### config.mk
export PLATFORM = sky130hd
export DESIGN_NAME = score_fsm_flat
export DESIGN_NICKNAME = d
export VERILOG_FILES = /design/src/rtl/pong_pkg.sv /design/src/rtl/score_fsm_if.sv /design/src/rtl/bcd_counter2.sv /design/src/rtl/score_fsm.sv /design/src/flat_wrapper.sv
export SDC_FILE = /design/constraint.sdc
export NUM_CORES = 1
export LEC_CHECK = 0
export BUFFER_PORTS_ARGS = -buffer_cell sky130_fd_sc_hd__buf_2
export CAP_MARGIN = 0
export CORE_MARGIN = 2
export CORE_UTILIZATION = 60
export CTS_CLUSTER_DIAMETER = 200
export DETAILED_ROUTE_END_ITERATION = 10
export GPL_TIMING_DRIVEN = 1
export PLACE_DENSITY = 0.82
export SETUP_SLACK_MARGIN = 0.1
export SYNTH_ARGS = -nofsm -noshare
export SYNTH_HDL_FRONTEND = slang
export SYNTH_SLANG_ARGS = --single-unit
### constraint.sdc
create_clock -name clk -period 2.99 [get_ports clk]
set_input_delay 0.299 -clock clk [delete_from_list [all_inputs] [get_ports clk]]
set_output_delay 0.299 -clock clk [all_outputs]
set_load 0.005 [all_outputs]
### src/rtl/pong_pkg.sv
// Shared Pong definitions: state and winner encodings, BCD width, BCD helper.
package pong_pkg;

  localparam int unsigned BCD_W = 8;

  typedef enum logic [1:0] {
    ST_IDLE  = 2'b00,
    ST_PLAY  = 2'b01,
    ST_POINT = 2'b10,
    ST_OVER  = 2'b11
  } state_e;

  typedef enum logic [1:0] {
    WINNER_NONE = 2'b00,
    WINNER_P1   = 2'b01,
    WINNER_P2   = 2'b10
  } winner_e;

  // Two-digit BCD {tens, ones} to binary, 0..99.
  function automatic logic [6:0] bcd2bin(input logic [BCD_W-1:0] bcd);
    return 7'(bcd[7:4]) * 7'd10 + 7'(bcd[3:0]);
  endfunction

endpackage

### src/rtl/score_fsm_if.sv
// Bundle between the score FSM and its surroundings (ball, VGA timing, overlay).
interface score_fsm_if;
  import pong_pkg::*;

  logic             frame_tick;
  logic             miss1;
  logic             miss2;
  logic             serve;
  logic             ball_en;
  logic             ball_rst;
  logic [BCD_W-1:0] score1;
  logic [BCD_W-1:0] score2;
  logic [1:0]       state;
  logic [1:0]       winner;

  modport slave (
    input  frame_tick, miss1, miss2, serve,
    output ball_en, ball_rst, score1, score2, state, winner
  );

  modport master (
    output frame_tick, miss1, miss2, serve,
    input  ball_en, ball_rst, score1, score2, state, winner
  );

endinterface

### src/rtl/bcd_counter2.sv
// Two-digit BCD counter, 00..99 with wrap; clr has priority over inc.
module bcd_counter2
  import pong_pkg::*;
(
  input  logic             clk,
  input  logic             reset,
  input  logic             clr,
  input  logic             inc,
  output logic [BCD_W-1:0] count
);

  logic [BCD_W-1:0] count_q;
  logic [BCD_W-1:0] count_d;

  // Next value: clear, or increment ones with carry into tens (99 -> 00).
  always_comb begin
    count_d = count_q;
    if (clr) begin
      count_d = '0;
    end else if (inc) begin
      if (count_q[3:0] == 4'd9) begin
        count_d[3:0] = 4'd0;
        count_d[7:4] = (count_q[7:4] == 4'd9) ? 4'd0 : count_q[7:4] + 4'd1;
      end else begin
        count_d[3:0] = count_q[3:0] + 4'd1;
      end
    end
  end

  // Count register.
  always_ff @(posedge clk or negedge reset) begin
    if (!reset) count_q <= '0;
    else        count_q <= count_d;
  end

  assign count = count_q;

endmodule

### src/rtl/score_fsm.sv
// Pong game-flow controller: scores, serve/pause sequencing, ball gating.
// Optional feature macro: SCORE_GAME_OVER_EN enables win detection and OVER.
module score_fsm
  import pong_pkg::*;
#(
  parameter int unsigned WIN_SCORE    = 11,
  parameter int unsigned PAUSE_FRAMES = 60
) (
  input  logic        clk,
  input  logic        reset,
  score_fsm_if.slave  bus
);

`ifdef SCORE_GAME_OVER_EN
  localparam bit GAME_OVER_EN = 1'b1;
`else
  localparam bit GAME_OVER_EN = 1'b0;
`endif

  localparam logic [6:0] WIN_B      = 7'(WIN_SCORE);
  localparam logic [7:0] PAUSE_LAST = 8'(PAUSE_FRAMES - 1);

  state_e           state_q, state_d;
  winner_e          winner_q, winner_d;
  logic [7:0]       cnt_q, cnt_d;
  logic             ball_en_q, ball_en_d;
  logic             ball_rst_q, ball_rst_d;
  logic             serve_q, rise_q, primed_q;
  logic             inc1, inc2, clr;
  logic             win1, win2;
  logic [BCD_W-1:0] score1, score2;

  bcd_counter2 u_score1 (
    .clk   (clk),
    .reset (reset),
    .clr   (clr),
    .inc   (inc1),
    .count (score1)
  );

  bcd_counter2 u_score2 (
    .clk   (clk),
    .reset (reset),
    .clr   (clr),
    .inc   (inc2),
    .count (score2)
  );

  assign win1 = bcd2bin(score1) >= WIN_B;
  assign win2 = bcd2bin(score2) >= WIN_B;

  // Serve edge detector, registered; primed_q masks the first cycle after
  // reset so a button held through reset does not count as a press.
  always_ff @(posedge clk or negedge reset) begin
    if (!reset) begin
      serve_q  <= 1'b0;
      rise_q   <= 1'b0;
      primed_q <= 1'b0;
    end else begin
      serve_q  <= bus.serve;
      rise_q   <= primed_q & bus.serve & ~serve_q;
      primed_q <= 1'b1;
    end
  end

  // Game flow: next state, pause counter, winner, score strobes, ball controls.
  always_comb begin
    state_d    = state_q;
    cnt_d      = cnt_q;
    winner_d   = winner_q;
    ball_rst_d = 1'b0;
    inc1       = 1'b0;
    inc2       = 1'b0;
    clr        = 1'b0;
    unique case (state_q)
      ST_IDLE: begin
        if (rise_q) begin
          state_d    = ST_PLAY;
          ball_rst_d = 1'b1;
        end
      end
      ST_PLAY: begin
        if (bus.miss1 | bus.miss2) begin
          inc1       = bus.miss2 & ~bus.miss1;
          inc2       = bus.miss1 & ~bus.miss2;
          cnt_d      = '0;
          state_d    = ST_POINT;
          ball_rst_d = 1'b1;
        end
      end
      ST_POINT: begin
        if (bus.frame_tick) begin
          if (cnt_q == PAUSE_LAST) begin
            cnt_d = '0;
            if (GAME_OVER_EN && (win1 || win2)) begin
              state_d  = ST_OVER;
              winner_d = win1 ? WINNER_P1 : WINNER_P2;
            end else begin
              state_d = ST_PLAY;
            end
          end else begin
            cnt_d = cnt_q + 8'd1;
          end
        end
      end
      ST_OVER: begin
        if (rise_q) begin
          clr        = 1'b1;
          winner_d   = WINNER_NONE;
          state_d    = ST_IDLE;
          ball_rst_d = 1'b1;
        end
      end
      default: ;
    endcase
    ball_en_d = (state_d == ST_PLAY);
  end

  // FSM and registered outputs.
  always_ff @(posedge clk or negedge reset) begin
    if (!reset) begin
      state_q    <= ST_IDLE;
      cnt_q      <= '0;
      winner_q   <= WINNER_NONE;
      ball_en_q  <= 1'b0;
      ball_rst_q <= 1'b0;
    end else begin
      state_q    <= state_d;
      cnt_q      <= cnt_d;
      winner_q   <= winner_d;
      ball_en_q  <= ball_en_d;
      ball_rst_q <= ball_rst_d;
    end
  end

  assign bus.ball_en  = ball_en_q;
  assign bus.ball_rst = ball_rst_q;
  assign bus.score1   = score1;
  assign bus.score2   = score2;
  assign bus.state    = state_q;
  assign bus.winner   = GAME_OVER_EN ? winner_q : WINNER_NONE;

endmodule

### src/flat_wrapper.sv
// flat-port wrapper written by rule: the top's interface ports become plain ports
module score_fsm_flat import pong_pkg::*;
#(
  parameter int unsigned WIN_SCORE    = 11,
  parameter int unsigned PAUSE_FRAMES = 60
)
  (clk, reset, bus_frame_tick, bus_miss1, bus_miss2, bus_serve, bus_ball_en, bus_ball_rst, bus_score1, bus_score2, bus_state, bus_winner);
  score_fsm_if bus_i ();
  input  logic clk;
  input  logic reset;
  input wire logic [$bits(bus_i.frame_tick)-1:0] bus_frame_tick;
  input wire logic [$bits(bus_i.miss1)-1:0] bus_miss1;
  input wire logic [$bits(bus_i.miss2)-1:0] bus_miss2;
  input wire logic [$bits(bus_i.serve)-1:0] bus_serve;
  output wire logic [$bits(bus_i.ball_en)-1:0] bus_ball_en;
  output wire logic [$bits(bus_i.ball_rst)-1:0] bus_ball_rst;
  output wire logic [$bits(bus_i.score1)-1:0] bus_score1;
  output wire logic [$bits(bus_i.score2)-1:0] bus_score2;
  output wire logic [$bits(bus_i.state)-1:0] bus_state;
  output wire logic [$bits(bus_i.winner)-1:0] bus_winner;
  assign bus_i.frame_tick = bus_frame_tick;
  assign bus_i.miss1 = bus_miss1;
  assign bus_i.miss2 = bus_miss2;
  assign bus_i.serve = bus_serve;
  assign bus_ball_en = bus_i.ball_en;
  assign bus_ball_rst = bus_i.ball_rst;
  assign bus_score1 = bus_i.score1;
  assign bus_score2 = bus_i.score2;
  assign bus_state = bus_i.state;
  assign bus_winner = bus_i.winner;
  score_fsm #(.WIN_SCORE(WIN_SCORE), .PAUSE_FRAMES(PAUSE_FRAMES)) u_core (.clk(clk), .reset(reset), .bus(bus_i));
endmodule
==> results of run 1 <==
-- Yosys cell counts, drive strengths merged (2+ instances only) --
master   count
nand3        6
conb         2
o2bb2ai      3
nor3         4
and2         2
a21oi        7
and3         3
nand2       21
nand4        2
o41ai        2
o21a         2
dfrtp       31
nand3b       3
ha          13
o31ai        2
buf          4
nand2b       6
nor2        11
inv         11
or2          3
xnor2        3
o21ai       22
mux2i        4
nor4         4
-- cells by family after synthesis --
| kind of cell | Yosys count | share of synthesized area, % |
|---|---|---|
| other | 2 | 0.416 |
| adder cells (fa/ha/maj) | 13 | 9.00 |
| AND/OR/NAND/NOR | 70 | 20.9 |
| buffers and inverters | 15 | 3.81 |
| flip-flops | 31 | 42.9 |
| AO/OA/AOI/OAI | 46 | 18.6 |
| multiplexers | 5 | 2.84 |
| XOR/XNOR | 3 | 1.45 |
-- worst paths after layout --
kind	start	end	slack (ns)	cells past startpoint
min	reset	u_core.cnt_q[6]	-0.0006	1
min in group clk	bus_serve	u_core.serve_q	0.10	1
max in group asynchronous	reset	u_core.u_score1.count[2]	2.54	1
max	u_core.bus.state[1]	u_core.u_score2.count[5]	1.05	6
min reg2reg	u_core.serve_q	u_core.rise_q	0.40	1
max reg2reg	u_core.bus.state[1]	u_core.u_score2.count[5]	1.05	6
-- critical path, delay by kind of cell (launching register included) --
kind	cells	cell delay (ns)
buf+inv	1	0.14
simple gates	2	0.50
fa+ha+maj	1	0.31
flops	1	0.44
compound gates	2	0.47
-- metal layers --
metal | part of all wire (%) | global-route usage (%) | wire length, um
met3 | 6.4 | 5.93 | 221
met1 | 44 | 29.3 | 1530
met4 | 1.9 | 8.44 | 65
met5 | 0 | 0 | 0
met2 | 47 | 37.0 | 1640
-- registers in the layout, summed over array words and instances (netlist names) --
| signal | cells |
|---|---|
| u_core.cnt_q | 8 |
| u_core.u_score1.count | 8 |
| u_core.u_score2.count | 8 |
| u_core.bus.state | 2 |
| u_core.bus.ball_en | 1 |
| u_core.bus.ball_rst | 1 |
| u_core.primed_q | 1 |
| u_core.rise_q | 1 |
| u_core.serve_q | 1 |
-- layout make-up --
class / instances / area, um^2
Tap cell: 31 / 38.8
Sequential cell: 31 / 776
Inverter: 11 / 41.3
Timing Repair Buffer: 25 / 125
Clock buffer: 6 / 41.3
Multi-Input combinational cell: 140 / 966
Fill cell: 225 / 817
-- stage by stage --
stage / hold slack [ns] / cells / utilization [%] / power, W
final: -0.000631 / 244 / 70.9 / 0.00147
after global routing: 0.0512 / 244 / 70.9 / 0.00160
after CTS: 0.0226 / 244 / 70.9 / 0.00148
after detailed placement: 0.379 / 238 / 69.4 / 0.00127
after global placement: 0.369 / 238 / 69.4 / 0.00123
after floorplan: 0.00341 / 186 / - / 0.00107
-- power by group through the flow --
stage / Sequential [W] / Clock (W) / Combinational (W)
5_1_grt: 0.000656 / 0.000233 / 0.000713
3_3_place_gp: 0.000635 / 0 / 0.000590
3_5_place_dp: 0.000645 / 0 / 0.000628
6_report: 0.000637 / 0.000206 / 0.000629
4_1_cts: 0.000636 / 0.000218 / 0.000631
2_1_floorplan: 0.000633 / 0 / 0.000440
==> summary.txt, run 1 <==
WS Path Type -> flop to flop
Total CTS buffers -> 5
Initial Util -> 64.4%
PortBufs -> 25
Worst min path class -> primary input to asynchronous set/reset pin
Status -> finished, violations left
Power Density -> 740 nW/um^2
DP Area -> 1950 um^2
Worst-path clk slew -> 0.09 ns
Cell Int Power -> 0.000877 W
Routed vias/inst -> 6.05
Static Leakage -> 0.941 nW
Synth cell types -> 43
Synth Register Bits -> 31
Slowest stage delay, CP -> 0.44 ns
Worst setup EP type -> flop
Max Fclk -> 515 MHz
Commonest non-fill, non-tap cell in the layout -> dfrtp_1
CTS max path bufs -> 2
Max VDD drop -> 0.459 mV
Ys Warns -> 0
Area Overhead vs Synth -> 10.0%
Vias in the first global route -> 1353
CTS tree -> done
DIE HEIGHT -> 58.9 um
WP data arrival -> 2.17 ns
IO Count -> 28
Skew-Pair Late Insertion Delay -> 0.32 ns
Tcrit/Tclk final -> 65.0%
Post-Syn Area -> 1810 um^2
Mapped Cells -> 185
Estimated wirelength of the detail-placed design -> 2620 um
Pre-CTS setup slack -> 1.05 ns
Worst path slowest cell -> dfrtp_1
WHS -> -0.000631 ns
Setup Skew -> 0.0104 ns
Switching part of the total power -> 40.4%
Slew headroom -> 55.5%
DRC viols -> 3
Root buffer cell -> clkbuf_4
Die area -> 3470 um^2
Setup TNS -> 0 ns
Asr flop ratio synth -> 100%
Clock share of power -> 14.0%
1st-iter DRT viols -> 98
Antenna fix cells -> 0
Endpoints failing setup -> 0
Core area -> 2810 um^2
Design area -> 1990 um^2
First-pass GRT wire length -> 5940 um
Post-cts hold buffer count -> 0
Register area share after synthesis -> 42.9%
Die X -> 58.9 um
Period minus WS final -> 1.94 ns
Setup bufs post-CTS -> 0
GRT Total Usage -> 22.8%
Initial antenna violation count -> 0
Gate power share -> 42.7%
Slew Limit Fails -> 0
GPL Wtd Cong -> 0.861
Detailed Routing Iterations Pass 1 -> 7
Sequential Power Share -> 43.3%
Crit-path max FO -> 7
CP Cell Sequence -> inv_1 -> ha_1 -> nand2_2 -> o41ai_4 -> or3b_1 -> o21ai_0
Layout cell share with drive strength beyond 1 -> 20.2%
Row cnt -> 19
Number of enable flip-flop cells after synthesis -> 0
Worst Max-Slew Pin Slew -> 0.667 ns
Remaining global-route overflow -> 0
Ys flop type -> dfrtp_1
CTS sink cnt -> 31
Area contributors post-synth -> dfrtp_1 (43%), ha_1 (9.0%), o21ai_0 (6.1%), nand2_1 (4.2%), inv_1 (2.3%)
Synth area leader -> dfrtp_1
Worst Slack Setup Final -> 1.05 ns
Yosys top cell area share -> 42.9%
Avg WL per Cell -> 14.2 um
Antenna viol nets, final -> 0
Synth Area per Inst -> 9.77 um^2
Req. time, crit path -> 3.22 ns
Via count -> 1477
Nets -> 233
Largest net degree at the start of global routing -> 32
Startpoint type of the worst setup path -> flop
Commonest cells after routing, fill and taps aside -> dfrtp_1 (31), buf_2 (25), o21ai_0 (22)
Detailed Route WL -> 3470 um
Failing checks -> DRC, hold timing
NetSw -> 0.000595 W
Final Hold Viols -> 1
Unrepaired setup endpoints after global routing -> no
Max-Cap Viols -> 0
# resized after CTS -> 0
CTS H-tree lvls -> 2
(Power assumes the default switching activity.)
==> run 2, diff against run 1 <==
- CORE_UTILIZATION: 60 -> 51
- PLACE_DENSITY: 0.82 -> 0.74
- clock period: 2.99 -> 1.7 ns (I/O delays scaled with it)
==> summary.txt, run 2 (synthesis results as in run 1) <==
Post-Place Cells -> 257 (+8.0%)
FF-to-FF path depth -> 8 (+2)
Initial antenna violation count -> 0 (unchanged)
DP Area -> 2040 um^2 (+4.6%)
Critical path startpoint -> u_core.bus.state[0]
Antenna viol nets, final -> 0 (unchanged)
Worst Slack Setup Final -> -0.0353 ns (-1.08 ns)
CTS tree -> done
Commonest non-fill, non-tap cell in the layout -> dfrtp_1
Max VDD drop -> 0.842 mV (+83%)
GRT Total Usage -> 22.3% (-0.48 points)
Layout cell share with drive strength beyond 1 -> 37.4% (+17 points)
Static Leakage -> 1.10 nW (+17%)
IO Count -> 28 (unchanged)
Area Overhead vs Synth -> 33.4%
Startpoint type of the worst setup path -> flop
WS Path Type -> flop to flop
1st-iter DRT viols -> 160 (+63%)
Estimated wirelength of the detail-placed design -> 2780 um (+6.2%)
R2r setup slk -> -0.04 ns (-1.08 ns)
Power Density -> 1380 nW/um^2 (+86%)
Nets -> 257 (+10%)
FILL cells -> 253 (+12%)
DIE HEIGHT -> 63.5 um (+7.9%)
Setup Skew -> 0.0119 ns (+0.00147 ns)
Critical R2R Capture -> u_core.cnt_q[5]
Core area -> 3360 um^2 (+20%)
Design area -> 2410 um^2 (+21%)
GPL Wtd Cong -> 0.831 (-3.5%)
Worst Max-Slew Pin Slew -> 0.698 ns (+0.0300 ns)
Worst setup EP type -> flop
Worst-path clk slew -> 0.09 ns (about the same)
Vias in the first global route -> 1516 (+12%)
PortBufs -> 25 (unchanged)
Die X -> 63.5 um (+7.9%)
Period minus WS final -> 1.74 ns (-0.208 ns)
Status -> finished, violations left
Commonest cells after routing, fill and taps aside -> dfrtp_1 (29), buf_2 (25), nand2_1 (19)
Area of the multi-input gates -> 1130 um^2 (+17%)
Seq. cell area -> 778 um^2 (+0.32%)
CTS max path bufs -> 2 (unchanged)
Largest net degree at the start of global routing -> 32 (unchanged)
CTS sink cnt -> 31 (unchanged)
Max-Cap Viols -> 0 (unchanged)
Setup TNS -> -0.0353 ns (-0.0353 ns)
Row cnt -> 21 (+2)
WHS -> 0.369 ns (+0.370 ns)
Worst min path class -> primary input to flop
CTS H-tree lvls -> 2 (unchanged)
Post-Layout Cell Count -> 284 (+16%)
Antenna fix cells -> 0 (unchanged)
RR Startpoint -> u_core.bus.state[0]
Detailed Route WL -> 4350 um (+26%)
Routed vias/inst -> 5.60 (-7.5%)
Total CTS buffers -> 5 (unchanged)
First-pass GRT wire length -> 6870 um (+16%)
Via count -> 1590 (+7.7%)
Failing checks -> setup timing
Setup crit end -> u_core.cnt_q[5]
Slew Limit Fails -> 0 (unchanged)
Tcrit/Tclk final -> 102% (+37 points)
Die area -> 4030 um^2 (+16%)
Remaining global-route overflow -> 0 (unchanged)
Initial Util -> 53.7% (-11 points)
Final Hold Viols -> 0 (-1)
DRC viols -> 0 (-3)
Detailed Routing Iterations Pass 1 -> 4 (-3)
Crit-path max FO -> 5 (-2)
Root buffer cell -> clkbuf_4
Max Fclk -> 576 MHz (+12%)
Avg WL per Cell -> 15.3 um (+7.9%)
Endpoints failing setup -> 1 (+1)
Skew-Pair Late Insertion Delay -> 0.35 ns (+0.03 ns)
WP data arrival -> 1.97 ns (-0.20 ns)
Req. time, crit path -> 1.93 ns (-1.29 ns)
Slew headroom -> 53.5% (-2.0 points)
Unrepaired setup endpoints after global routing -> yes
## run 2: worst min path at each step
stage / slack, ns / cells after the start / from / to
after global routing: 0.38 / 5 / bus_miss1 / u_core.u_score2.count[5]
final: 0.37 / 5 / bus_miss1 / u_core.u_score2.count[2]
after detailed placement: 0.26 / 1 / reset / u_core.cnt_q[1]
after global placement: 0.24 / 1 / reset / u_core.cnt_q[6]
after CTS: 0.31 / 3 / bus_miss2 / u_core.u_score2.count[4]
after floorplan: -0.13 / 0 / reset / u_core.bus.ball_en
## run 2: report_power, final
group / total (W) / switching (W) / internal [W]
logic: 0.00176 / 0.000863 / 0.000900
clock network: 0.000413 / 0.000258 / 0.000156
registers: 0.00115 / 0.000232 / 0.000917
## run 2: worst max-delay path: stages (launching register included)
cell,delay [ns]
dfrtp_2,0.40
buf_4,0.13
inv_4,0.04
ha_4,0.18
mux2i_4,0.22
buf_12,0.15
nor4_4,0.29
xnor2_1,0.16
nor2_1,0.06
## run 2: repair_timing
action,in CTS,in global routing
endpoints found under the setup margin,25,25
hold endpoints to repair,32,0
buffers inserted,7,11
hold buffers,2,0
pin swaps,5,5
gates resized for setup,10,32
## run 2: final cells by class
cell class              instances  share of cell area (%)
repair buffers                 49                    14.5
well taps                      46                    2.39
flip-flops and latches         31                    32.3
multi-input cells             140                    47.0
clock buffers                   7                    1.87
inverters                      11                    1.92
## run 2: metal layers
layer	up-vias	wire (um)	GRT usage, %
met5	-	0	0
met2	51	2280	38.8
met3	12	240	6.79
li1	762	-	-
met4	0	114	9.78
met1	765	1710	24.9
## run 2: per-stage QoR
step	power, W	util (%)	setup WS [ns]
final	0.00333	71.7	-0.0353
after global routing	0.00356	71.7	-0.0984
after CTS	0.00298	65.9	0.0103
after detailed placement	0.00237	60.6	-0.0534
after global placement	0.00228	60.6	0.00480
after floorplan	0.00198	-	0.0982
==> run 3, diff against run 2 <==
- ABC_AREA: unset -> 1
- CORE_UTILIZATION: 51 -> 50
- PLACE_DENSITY: 0.74 -> 0.73
- SETUP_SLACK_MARGIN: 0.1 -> unset
==> summary.txt, run 3 <==
Status -> completed
Mux share of post-synthesis cell area -> 0% (-2.8 points)
WHS -> 0.229 ns (-0.141 ns)
Power Total -> 0.00232 W (-30%)
Wire length on met3 -> 137 um (-43%)
Synth Register Bits -> 31 (unchanged)
Synth cell types -> 32 (-26%)
Worst min path class -> primary input to flop
FILL cells -> 303 (+20%)
Layout Utilization -> 60.0% (-12 points)
M1 WL -> 1530 um (-11%)
Row cnt -> 21 (unchanged)
Startpoint type of the worst setup path -> flop
Slew headroom -> 55.3% (+1.8 points)
Nets -> 267 (+3.9%)
Most numerous cell in the Yosys netlist -> nand2_1
Via count -> 1470 (-7.5%)
Initial antenna violation count -> 0 (unchanged)
Detailed Routing Iterations Pass 1 -> 4 (unchanged)
Unrepaired setup endpoints after global routing -> yes
Total CTS buffers -> 5 (unchanged)
Post-Layout Cell Count -> 293 (+3.2%)
Area contributors post-synth -> dfrtp_1 (43%), ha_1 (9.1%), nand2_1 (8.8%), inv_1 (5.7%), nand3_1 (5.6%)
Die X -> 63.7 um (+0.34%)
Period minus WS final -> 1.57 ns (-0.163 ns)
Area Overhead vs Synth -> 14.0%
FF-to-FF path depth -> 8 (unchanged)
CP dominant cell by count -> inv_1
Slew Limit Fails -> 0 (unchanged)
WP data arrival -> 1.78 ns (-0.19 ns)
Worst-path clk slew -> 0.09 ns (about the same)
Setup TNS -> 0 ns (+0.0353 ns)
WL met2 -> 1500 um (-34%)
Max Fclk -> 636 MHz (+10%)
Antenna viol nets, final -> 0 (unchanged)
DRC viols -> 0 (unchanged)
Static Leakage -> 1.09 nW (-1.4%)
Skew-Pair Late Insertion Delay -> 0.32 ns (-0.03 ns)
Endpoints failing setup -> 0 (-1)
Hold path cells -> 4 (-1)
CTS max path bufs -> 2 (unchanged)
First-pass GRT wire length -> 5980 um (-13%)
Tcrit/Tclk final -> 92.5% (-9.6 points)
Crit-path max FO -> 8 (+3)
Synth area leader -> dfrtp_1
Final Hold Viols -> 0 (unchanged)
Largest net degree at the start of global routing -> 32 (unchanged)
Simple-gate share of the synthesized area -> 27.8% (+6.9 points)
GPL Wtd Cong -> 0.857 (+3.2%)
Worst path slowest cell -> dfrtp_1
Worst setup EP type -> flop
Commonest cells in the netlist -> nand2_1 (42), dfrtp_1 (31), inv_1 (27), nand3_1 (20), nor2_1 (17)
Ys Warns -> 0 (unchanged)
WS Path Type -> flop to flop
Initial Util -> 52.6% (-1.1 points)
Yosys top cell area share -> 43.5% (+0.54 points)
NetSw -> 0.000914 W (-32%)
Xor and xnor area share after synthesis -> 0.982% (-0.47 points)
Clock share of power -> 16.4% (+4.0 points)
IO Count -> 28 (unchanged)
Synth Area in Adders -> 9.12% (+0.11 points)
Routed vias/inst -> 5.02 (-10%)
Asr flop ratio synth -> 100% (unchanged)
DIE HEIGHT -> 63.7 um (+0.34%)
Req. time, crit path -> 1.91 ns (-0.02 ns)
GRT Total Usage -> 18.6% (-3.7 points)
Estimated wirelength of the detail-placed design -> 2440 um (-12%)
Slowest stage delay, CP -> 0.44 ns (+0.04 ns)
Avg WL per Cell -> 11.0 um (-28%)
Sequential Power Share -> 44.9% (+10 points)
Die area -> 4060 um^2 (+0.68%)
CTS sink cnt -> 31 (unchanged)
1st-iter DRT viols -> 67 (-58%)
Setup Skew -> 0.00804 ns (-0.00385 ns)
Number of enable flip-flop cells after synthesis -> 0 (unchanged)
Switching part of the total power -> 39.4% (-1.3 points)
Worst Max-Slew Pin Slew -> 0.671 ns (-0.0263 ns)
Commonest non-fill, non-tap cell in the layout -> nand2_1
Core area -> 3390 um^2 (+0.78%)
Post-Place Cells -> 285 (+11%)
PortBufs -> 25 (unchanged)
Remaining global-route overflow -> 0 (unchanged)
Ys flop type -> dfrtp_1
CP Cell Sequence -> inv_1 -> ha_2 -> inv_1 -> nand2_1 -> nand3b_4 -> inv_4 -> nand2_4 -> and3_1
Mapped Cells -> 215 (+16%)
Root buffer cell -> clkbuf_4
Layout cell share with drive strength beyond 1 -> 22.3% (-15 points)
CTS H-tree lvls -> 2 (unchanged)
Cell Int Power -> 0.00141 W (-29%)
Antenna fix cells -> 0 (unchanged)
Post-Syn Area -> 1780 um^2 (-1.2%)
Synth Area per Inst -> 8.30 um^2 (-15%)
Gate power share -> 38.7% (-14 points)
Largest family of logic cells by synthesized area -> simple AND/OR/NAND/NOR gates
Setup bufs post-CTS -> 0 (-7)
Detailed Route WL -> 3230 um (-26%)
Top sig layer -> met4
Max-Cap Viols -> 0 (unchanged)
Register area share after synthesis -> 43.5% (+0.54 points)
Synth Area in Compound Gates -> 10.3% (-8.3 points)
Power Density -> 1140 nW/um^2 (-17%)
Vias in the first global route -> 1376 (-9.2%)
Commonest cells after routing, fill and taps aside -> nand2_1 (42), dfrtp_1 (31), inv_1 (26)
Max VDD drop -> 0.701 mV (-17%)
CTS tree -> done
run 3: layout make-up:
cell class / instances / area, um^2 / share of cell area, %
inverter: 32 / 125 / 6.15
tap: 46 / 57.6 / 2.83
multi-input combinational: 151 / 888 / 43.7
clock buffer: 6 / 41.3 / 2.03
sequential: 31 / 776 / 38.2
timing repair buffer: 27 / 145 / 7.14
run 3: cells by family after synthesis:
family | after synthesis
AO/OA/AOI/OAI | 32
XOR/XNOR | 2
adder cells (fa/ha/maj) | 13
buffers and inverters | 34
flip-flops | 31
other | 2
AND/OR/NAND/NOR | 101
run 3: critical path: cells and delay by family (launching register included):
| kind | cells | cell delay (ns) |
|---|---|---|
| adder cells (fa/ha/maj) | 1 | 0.25 |
| buffers and inverters | 3 | 0.30 |
| flip-flops | 1 | 0.44 |
| AND/OR/NAND/NOR | 4 | 0.46 |
run 3: what timing repair did:
item / 4_1_cts / 5_1_grt
gates resized for setup: 0 / 6
hold endpoints to repair: 32 / 0
setup endpoints to repair: 0 / 12
hold buffers: 2 / 0
run 3: path summary, 6_finish.rpt:
kind,from,to,slack (ns)
max in group asynchronous,reset,u_core.u_score1.count[2],0.86
min in group asynchronous,reset,u_core.bus.state[0],0.41
max,u_core.bus.state[1],u_core.cnt_q[3],0.13
min,bus_miss1,u_core.u_score2.count[3],0.23
min reg2reg,u_core.serve_q,u_core.rise_q,0.40
max reg2reg,u_core.bus.state[1],u_core.cnt_q[3],0.13
run 3: power by group through the flow:
stage | logic [W] | registers (W) | clock network [W]
after floorplan | 0.000609 | 0.00105 | 0
after global placement | 0.000867 | 0.00105 | 0
after detailed placement | 0.000890 | 0.00106 | 0
after CTS | 0.000900 | 0.00104 | 0.000391
after global routing | 0.00103 | 0.00107 | 0.000440
final | 0.000896 | 0.00104 | 0.000381
run 3: stage by stage:
stage / cell area [um^2] / worst slack, ns
floorplan: 1790 / 0.227
global placement: 1960 / 0.160
detailed placement: 1960 / 0.108
CTS: 2020 / 0.0868
global route: 2030 / 0.0000506
finish: 2030 / 0.128
run 3: layer usage:
layer  up-vias  GRT usage, %
met2        31          30.3
met4         0          7.88
met3         7          3.70
met5         -             0
met1       672          24.2
li1        760             -
